**src/rtl/io_mux_pkg.sv**
```systemverilog
// Shared types and register map for the user I/O pad multiplexer.
package io_mux_pkg;

  typedef enum logic [1:0] {
    ST_ACTIVE = 2'd0,
    ST_DRAIN  = 2'd1,
    ST_HOLD   = 2'd2
  } state_t;

  localparam int SEL_W = 3;

  localparam logic [7:0] CTRL_OFS   = 8'h00;
  localparam logic [7:0] STATUS_OFS = 8'h04;

  localparam int STAT_SEL_LSB   = 0;
  localparam int STAT_STATE_LSB = 4;
  localparam int STAT_BUSY_BIT  = 6;
  localparam int STAT_ERR_BIT   = 8;

endpackage

```
**src/rtl/io_mux_wb_regs.sv**
```systemverilog
// Wishbone slave: address decode, single-cycle ack, CTRL/STATUS registers
// and the sticky error flag. Emits a one-cycle switch request to the sequencer.
module io_mux_wb_regs
  import io_mux_pkg::*;
#(
  parameter logic [31:0] BASE_ADDR   = 32'h3000_0000,
  parameter int          NUM_DESIGNS = 4
) (
  input  logic             clk,
  input  logic             rst,
  input  logic             cyc,
  input  logic             stb,
  input  logic             we,
  input  logic [31:0]      adr,
  input  logic [31:0]      dat_w,
  input  logic [3:0]       byte_sel,
  output logic             ack,
  output logic [31:0]      dat_r,
  input  logic [SEL_W-1:0] cur_sel,
  input  state_t           state,
  output logic             switch_req,
  output logic [SEL_W-1:0] req_sel
);

  logic        hit, accept, is_ctrl, is_status;
  logic        ctrl_wr, ctrl_ok, ctrl_bad, err_clr;
  logic        err;
  logic [31:0] rd_val;
  logic        unused_bits;

  assign hit       = cyc & stb & (adr[31:8] == BASE_ADDR[31:8]);
  // Never accept in the ack cycle, so acks can not run back to back.
  assign accept    = hit & ~ack;
  assign is_ctrl   = (adr[7:0] == CTRL_OFS);
  assign is_status = (adr[7:0] == STATUS_OFS);

  assign ctrl_wr  = accept & we & is_ctrl & byte_sel[0];
  assign ctrl_ok  = ctrl_wr & (state == ST_ACTIVE) & (int'(dat_w[SEL_W-1:0]) < NUM_DESIGNS);
  assign ctrl_bad = ctrl_wr & ~ctrl_ok;
  assign err_clr  = accept & we & is_status & dat_w[STAT_ERR_BIT];

  assign unused_bits = ^{dat_w[31:STAT_ERR_BIT+1], dat_w[STAT_ERR_BIT-1:SEL_W], byte_sel[3:1]};

  // Read data selection for the register being addressed.
  always_comb begin
    rd_val = '0;
    if (is_ctrl) begin
      rd_val[SEL_W-1:0] = cur_sel;
    end else if (is_status) begin
      rd_val[STAT_SEL_LSB +: SEL_W] = cur_sel;
      rd_val[STAT_STATE_LSB +: 2]   = state;
      rd_val[STAT_BUSY_BIT]         = (state != ST_ACTIVE);
      rd_val[STAT_ERR_BIT]          = err;
    end
  end

  // Bus response, switch request pulse and sticky error (set beats clear).
  always_ff @(posedge clk or posedge rst) begin
    if (rst) begin
      ack        <= 1'b0;
      dat_r      <= '0;
      err        <= 1'b0;
      switch_req <= 1'b0;
      req_sel    <= '0;
    end else begin
      ack        <= accept;
      dat_r      <= (accept & ~we) ? rd_val : '0;
      switch_req <= ctrl_ok;
      if (ctrl_ok) req_sel <= dat_w[SEL_W-1:0];
      if (ctrl_bad)     err <= 1'b1;
      else if (err_clr) err <= 1'b0;
    end
  end

endmodule

```
**src/rtl/io_mux_controller.sv**
```systemverilog
// Pad multiplexer and switch sequencer for the shared user I/O pads.
//
// state  | meaning
// ACTIVE | selected design drives the pads, all others held in reset
// DRAIN  | pads tristated, every design in reset, GUARD_CYC cycles
// HOLD   | pads tristated, every design in reset, RST_HOLD cycles
module io_mux_controller
  import io_mux_pkg::*;
#(
  parameter int          NUM_IO      = 38,
  parameter int          NUM_DESIGNS = 4,
  parameter int          DEFAULT_SEL = 0,
  parameter int          GUARD_CYC   = 8,
  parameter int          RST_HOLD    = 16,
  parameter logic [31:0] BASE_ADDR   = 32'h3000_0000
) (
  input  logic                          wb_clk_i,
  input  logic                          wb_rst_i,
  input  logic                          wbs_cyc_i,
  input  logic                          wbs_stb_i,
  input  logic                          wbs_we_i,
  input  logic [31:0]                   wbs_adr_i,
  input  logic [31:0]                   wbs_dat_i,
  input  logic [3:0]                    wbs_sel_i,
  output logic                          wbs_ack_o,
  output logic [31:0]                   wbs_dat_o,
  input  logic [NUM_DESIGNS*NUM_IO-1:0] dsn_io_out,
  input  logic [NUM_DESIGNS*NUM_IO-1:0] dsn_io_oeb,
  output logic [NUM_DESIGNS-1:0]        dsn_rst_o,
  output logic [NUM_IO-1:0]             io_out,
  output logic [NUM_IO-1:0]             io_oeb,
  output logic                          busy_o
);

  localparam int MAX_CYC = (GUARD_CYC > RST_HOLD) ? GUARD_CYC : RST_HOLD;
  localparam int CNT_W   = $clog2(MAX_CYC + 1);

  state_t                 state, state_nxt;
  logic [CNT_W-1:0]       cnt, cnt_nxt;
  logic [SEL_W-1:0]       sel, sel_nxt;
  logic                   switch_req;
  logic [SEL_W-1:0]       req_sel;
  logic [NUM_IO-1:0]      io_out_nxt, io_oeb_nxt;
  logic [NUM_DESIGNS-1:0] dsn_rst_nxt;

  io_mux_wb_regs #(
    .BASE_ADDR  (BASE_ADDR),
    .NUM_DESIGNS(NUM_DESIGNS)
  ) u_regs (
    .clk       (wb_clk_i),
    .rst       (wb_rst_i),
    .cyc       (wbs_cyc_i),
    .stb       (wbs_stb_i),
    .we        (wbs_we_i),
    .adr       (wbs_adr_i),
    .dat_w     (wbs_dat_i),
    .byte_sel  (wbs_sel_i),
    .ack       (wbs_ack_o),
    .dat_r     (wbs_dat_o),
    .cur_sel   (sel),
    .state     (state),
    .switch_req(switch_req),
    .req_sel   (req_sel)
  );

  assign busy_o = (state != ST_ACTIVE);

  // State, down-counter and selected design registers.
  always_ff @(posedge wb_clk_i or posedge wb_rst_i) begin
    if (wb_rst_i) begin
      state <= ST_HOLD;
      cnt   <= CNT_W'(RST_HOLD - 1);
      sel   <= SEL_W'(DEFAULT_SEL);
    end else begin
      state <= state_nxt;
      cnt   <= cnt_nxt;
      sel   <= sel_nxt;
    end
  end

  // Switch sequencing: ACTIVE -> DRAIN -> HOLD -> ACTIVE on counter expiry.
  always_comb begin
    state_nxt = state;
    cnt_nxt   = cnt;
    sel_nxt   = sel;
    case (state)
      ST_ACTIVE: begin
        if (switch_req) begin
          state_nxt = ST_DRAIN;
          cnt_nxt   = CNT_W'(GUARD_CYC - 1);
          sel_nxt   = req_sel;
        end
      end
      ST_DRAIN: begin
        if (cnt == '0) begin
          state_nxt = ST_HOLD;
          cnt_nxt   = CNT_W'(RST_HOLD - 1);
        end else begin
          cnt_nxt = cnt - 1'b1;
        end
      end
      ST_HOLD: begin
        if (cnt == '0) state_nxt = ST_ACTIVE;
        else           cnt_nxt   = cnt - 1'b1;
      end
      default: begin
        state_nxt = ST_HOLD;
        cnt_nxt   = CNT_W'(RST_HOLD - 1);
      end
    endcase
  end

  // Pad routing and per-design resets derived from the current state.
  always_comb begin
    io_out_nxt  = '0;
    io_oeb_nxt  = '1;
    dsn_rst_nxt = '1;
    if (state == ST_ACTIVE) begin
      io_out_nxt  = dsn_io_out[int'(sel)*NUM_IO +: NUM_IO];
      io_oeb_nxt  = dsn_io_oeb[int'(sel)*NUM_IO +: NUM_IO];
      dsn_rst_nxt = ~(NUM_DESIGNS'(1) << sel);
    end
  end

  // Registered pad and reset outputs, safe values while in reset.
  always_ff @(posedge wb_clk_i or posedge wb_rst_i) begin
    if (wb_rst_i) begin
      io_out    <= '0;
      io_oeb    <= '1;
      dsn_rst_o <= '1;
    end else begin
      io_out    <= io_out_nxt;
      io_oeb    <= io_oeb_nxt;
      dsn_rst_o <= dsn_rst_nxt;
    end
  end

endmodule
```
**config.mk**
```make
export PLATFORM = sky130hd
export DESIGN_NAME = io_mux_controller
export DESIGN_NICKNAME = d
export VERILOG_FILES = /design/src/rtl/io_mux_pkg.sv /design/src/rtl/io_mux_wb_regs.sv /design/src/rtl/io_mux_controller.sv
export SDC_FILE = /design/constraint.sdc
export NUM_CORES = 1
export LEC_CHECK = 0
export ABC_AREA = 1
export CAP_MARGIN = 20
export CORE_AREA = 5 5 188 190
export DETAILED_ROUTE_END_ITERATION = 7
export DIE_AREA = 0 0 193 195
export PLACE_DENSITY_LB_ADDON = 0.25
export SLEW_MARGIN = 5
export SYNTH_ARGS = -nofsm -noshare
export SYNTH_HDL_FRONTEND = slang
export SYNTH_SLANG_ARGS = --single-unit
```
**constraint.sdc**
```tcl
create_clock -name wb_clk_i -period 3.3 [get_ports wb_clk_i]
set_input_delay 0.825 -clock wb_clk_i [delete_from_list [all_inputs] [get_ports wb_clk_i]]
set_output_delay 0.825 -clock wb_clk_i [all_outputs]
set_load 0.02 [all_outputs]
```
; Word level (Yosys, flattened, before mapping)
; Cells that the tools add are included.
[word_totals]
ff_bits = 128
latch_bits = 0
mem_bits_rw = 0
rom_bits = 0
inputBits = 377
out_inout_bits = 114
elab_cells = 69
n_memories = 0
[classes]
n_addsub = 1
multipliers = 1
div = 0
order_cmp = 1
eq_ne = 8
shifts = 3
muxes = 20
n_bitwise = 16
reduce_logical = 8
[ops]
columns = operator, count
row1 = 152-bit by 10-bit variable part select with 38-bit output, 1
row2 = 152-bit by 32-bit variable part select with 38-bit output, 1
row3 = 38-bit 2-to-1 mux, 2
row4 = 24-bit by 22-bit equality test with 1-bit output (second input constant), 1
row5 = 5-bit 2-to-1 mux, 3
row6 = 5-bit case mux with 3 select lines, 1
row7 = 1-bit bitwise AND, 12
row8 = 3-bit 2-to-1 mux, 4
row9 = 9-bit 2-to-1 mux, 1
row10 = 8-bit by 3-bit equality test with 1-bit output (second input constant), 1
row11 = 8-bit logical NOT, 1
row12 = 3-bit by 5-bit multiplier with 8-bit output (second input constant), 1
row13 = 2-bit 2-to-1 mux, 3
row14 = 2-bit inequality test (second input constant), 3
row15 = 2-bit case mux with 3 select lines, 1
row16 = 5-bit logical NOT, 1
row17 = 5-bit by 1-bit subtractor with 5-bit output (second input constant), 1
row18 = 1-bit 2-to-1 mux, 4
row19 = 4-bit 2-to-1 mux, 1
row20 = 4-bit inverter, 1
row21 = 2-bit AND reduction, 2
row22 = 2-bit nonzero test, 2
row23 = 1-bit by 3-bit << shifter with 4-bit output (first input constant), 1
row24 = 3-bit < comparator (second input constant), 1
row25 = other kinds (6), 8

; Depth between registers and ports, before layout
[depth]
word_depth = 11
mapped_depth = 11
depth_no_buf = 11

; Modules after synthesis
; From an unflattened synthesis, not the netlist that was laid out.
[hier_totals]
cells_unflattened = 828
hier_area_um2 = 5878.1
[modules_own_cells]
columns = module, n_inst, cells_per_inst, area_each_um2, seq_area_each_um2
row1 = io_mux_controller, 1, 699, 4963.5, 2311.0
row2 = io_mux_wb_regs, 1, 129, 914.6, 325.3

; Worst setup path after synthesis
; Ideal clock, no wire load.
[synth_path]
path_kind = input port to flip-flop
start = input wbs_adr_i[1]
end = register u_regs.err
setup_ns = 0.123
t_arrival_ns = 1.538
required_ns = 3.177
slack_ns = 1.639
stages = 6
path_buffers = 0
cell_sequence = nor2_1 > nand2_1 > nor3_1 > nand2_1 > o21ai_0 > nand2_1
[synth_between]
elab_chain_len = 8
elab_cells_between_ends = 12
classes_between = eq/ne (1) / mux (1) / bitwise (8) / reduce/logical (2)
[synth_lines]
columns = element, line_no
row1 = "start, declared", io_mux_controller.sv:22  ; input logic [31:0] wbs_adr_i,
row2 = 8-bit logical NOT, io_mux_wb_regs.sv:34  ; assign is_ctrl = (adr[7:0] == CTRL_OFS);
row3 = 1-bit bitwise AND (2 in a row), io_mux_wb_regs.sv:37  ; assign ctrl_wr = accept & we & is_ctrl & byte_sel[0];
row4 = 1-bit bitwise AND (2 in a row), io_mux_wb_regs.sv:38  ; assign ctrl_ok = ctrl_wr & (state == ST_ACTIVE) & (int'(dat_w[SEL_W-1:0]) < NUM_DESIGNS);
row5 = 1-bit inverter, io_mux_wb_regs.sv:39  ; assign ctrl_bad = ctrl_wr & ~ctrl_ok;
row6 = 1-bit bitwise AND, io_mux_wb_regs.sv:39
row7 = 1-bit 2-to-1 mux / 2-bit nonzero test (equally long branches), n/a
row8 = "end signal, assigned", io_mux_wb_regs.sv:62  ; err <= 1'b0;
row9 = "end signal, assigned", io_mux_wb_regs.sv:70  ; if (ctrl_bad) err <= 1'b1;
row10 = "end signal, assigned", io_mux_wb_regs.sv:71  ; else if (err_clr) err <= 1'b0;
row11 = "end, declared", io_mux_wb_regs.sv:27  ; logic err;
; Several ways; a longest one is shown, not always the timed one.
; A chain may end at the register's enable or synchronous reset.

; Worst setup path in the final report
[layout_path]
start = register state[1]
end = output busy_o
[layout_between]
elab_chain_len = 1
[layout_lines]
columns = element, line_no
row1 = "start, declared", io_mux_controller.sv:38  ; state_t state, state_nxt;
row2 = "start signal, assigned", io_mux_controller.sv:75  ; state <= state_nxt;
row3 = 2-bit nonzero test, io_mux_controller.sv:66  ; assign busy_o = (state != ST_ACTIVE);
row4 = "end, declared", io_mux_controller.sv:32  ; output logic busy_o
; No other way between the ends.

==> results.md <==
- Worst Hold Launch: u_regs.req_sel[2]
- Critical Path End Type: output pin
- Clock Sink Count: 103
- # diodes: 0
- R2r setup slk: 1.36 ns
- Die outline width: 193 um
- Final period util: 80.7%
- Top-area cell type share of the netlist area: 24.9%
- Clock Pin Slew Worst Setup and Hold Paths: 0.07 ns
- Synthesized area: 5630 um2
- Filler instances: 3,535
- CP max stage delay: 0.66 ns
- Share of layout cells above drive strength 1: 7.07%
- Detail Route Antenna Nets: 0
- Chip height: 195 um
- Starting Density: 16.9%
- GRT overflow: 0
- Core Util, Final: 32.1%
- Drt via density: 4.10
- Worst relative slew slack: 46.7%
- Min Tclk post-route: 2.66 ns
- Largest net degree at the start of global routing: 104
- Hold Buf Count CTS: 0
- Leakage: 4.38 nW
- Skew final: 0.0103 ns
- Root buf cell: clkbuf_16
- Die ar.: 37,600 um2
- Max cap viols: 0
- DR WL/cell: 17.6 um
- Largest area contributor in the netlist: dfrtp_1
- CTS tree: built
- Hold depth: 2
- Critical path buffers and inverters: 2
- Clk buf depth: 2
- Final wirelength: 28,200 um
- Synth area leaders: dfrtp_1 25%, nand2_1 23%, dfstp_2 22%
- Worst Hold End: u_regs.req_sel[2]
- Fmax: 0.376 GHz
- Status: finished, final reports clean
- Hold Path Class: register to register
- Worst skew pair latency: 0.36 ns
- Critical Path Start Type: register
- Postcts setup bufs: 0
- Final nets: 1,533
- Setup TNS: 0 ns
- Placed cells: 1,592
- H-tree levels: 3
- Delay-heaviest family, CP: buffers and inverters
- Global-route wire length before repair: 40,800 um
- Initial antenna violation count: 0
- Area Overhead vs Synth: 89.5%
- Post-CTS resize count: 0
- RD Place Congestion: 0.774
- Post-route DRC: 0
- #FFs+latches synth: 103
- RSZ-0062 raised after global routing: no
- Worst VDD drop: 268 uV
- Port buffer count: 434
- Post-Syn Area per Cell: 7.56 um2
- IO Pins: 491
- Vias in the first global route: 6,960
- Ys Warns: 0
- Core ar.: 33,300 um2
- Worst R2R Path Depth: 6
- Final Hold Viols: 0
- CTS Buf Count: 9
- Initial drt markers: 275
- Data required, critical path: 2.47 ns
- Num rows: 67
- Library cells used by synthesis: 26
- GRT Resource Usage Total: 14.1%
- Critical path class: register to output pin
- Power Dens Cells: 309 nW/um2
- Critical R2R Launch: sel[0]
- Final setup fails: 0
- FF-to-FF End: io_out[21]
- Mapped Cells: 745
- Detail Placement HPWL: 21,200 um
- Crit path cell chain: nor2_4 > inv_2 > clkdlybuf4s50_1
- Final cell count without fillers: 1,608
- Register area share after synthesis: 46.8%
- Slew Limit Fails: 0
- Slowest-stage cell, CP: clkdlybuf4s50_1
- Least-Margin Pin Slew: 0.799 ns
- CP Data Arrival Time: 1.84 ns
- CP max FO: 6
- Drt first pass iters: 4
- Via count: 6,597
final cells by class:
type / count / area (um2) / share of cell area [%]
Timing Repair Buffer: 444 / 4470 / 41.9
Sequential cell: 103 / 2640 / 24.7
Multi-Input combinational cell: 557 / 2520 / 23.7
Tap cell: 448 / 561 / 5.25
Clock buffer: 12 / 246 / 2.31
Inverter: 40 / 154 / 1.44
Clock inverter: 4 / 77.6 / 0.727
metal layers:
layer  routed length (um)  part of all wire, %  up-vias  global-route usage [%]
li1                     -                    -     3199                       -
met5                    0                    0        -                       0
met1                10300                   36     3021                    15.2
met3                 3320                   12       35                    5.55
met2                13700                   49      342                    25.1
met4                  915                  3.2        0                    5.04
synth_stat cells:
master,count
dfstp_2,47
nand4_1,40
clkbuf_1,17
dfrtp_1,56
a21oi_1,6
nor2_1,30
o21ai_0,5
nor2_4,2
a31oi_1,38
nand3b_1,1
a21oi_2,1
a22oi_1,38
o21ai_1,3
nand3_1,7
nor3_1,6
xor2_1,1
inv_2,5
inv_1,35
nor2_2,1
nand2_1,351
ha_1,1
buf_6,2
buf_2,19
buf_4,31
nor2_8,1
conb_1,1
worst reg2reg max path, stage by stage, from the launching register on:
cell and delay, ns:
dfrtp_1 0.43, inv_2 0.12, nand2_1 0.07, inv_2 0.51, buf_12 0.32, nand2_1 0.13
a31oi_1 0.26
layout by cell type, fill, tap and decap left out, drive strengths merged:
cell type and count:
clkdlybuf4s50 434, nand2 351, dfrtp 56, dfstp 47
nand4 40, inv 39, a22oi 38, a31oi 38
nor2 34, conb 25, clkbuf 12, buf 10
o21ai 8, nand3 7, a21oi 7, nor3 6
bufinv 2, clkinv 2, xor2 1, nand3b 1
clkinvlp 1, ha 1
registers in the layout, summed over array words and instances (netlist names):
register,flops
dsn_rst_o,4
state,2
u_regs.req_sel,3
u_regs.err,1
io_out,38
u_regs.ack,1
u_regs.switch_req,1
cnt,5
io_oeb,38
u_regs.dat_r,7
sel,3
where the power goes:
group          switching (mW)  internal [mW]
combinational           0.258          0.482
clock                   0.523          0.693
sequential             0.0159           1.33
cell families after synthesis:
family	Yosys count	share of synthesized area, %
other cells	1	0.0666
compound gates	91	10.7
simple gates	439	32.0
xor+xnor	1	0.156
buf+inv	109	10.0
fa+ha+maj	1	0.222
flops	103	46.8
per-stage QoR:
stage               power (mW)  worst slack [ns]  area (um2)  hold WS, ns
global placement          2.11             0.999       10300        0.455
CTS                       3.38             0.592       10700        0.481
finish                    3.30             0.638       10700        0.482
detailed placement        2.11              1.00       10300        0.458
floorplan                 1.57              1.28        5720        0.437
global route              3.46             0.570       10700        0.521
worst max-delay path by stage:
stage | startpoint | endpoint | slack, ns | cells after the start
floorplan | wb_rst_i | cnt[4] | 1.28 | 1
global placement | state[1] | busy_o | 1.0 | 3
detailed placement | state[1] | busy_o | 1.00 | 3
CTS | state[1] | busy_o | 0.59 | 3
global route | state[1] | busy_o | 0.57 | 3
finish | state[1] | busy_o | 0.64 | 3
Note: power is estimated with default switching activity, not from simulation.
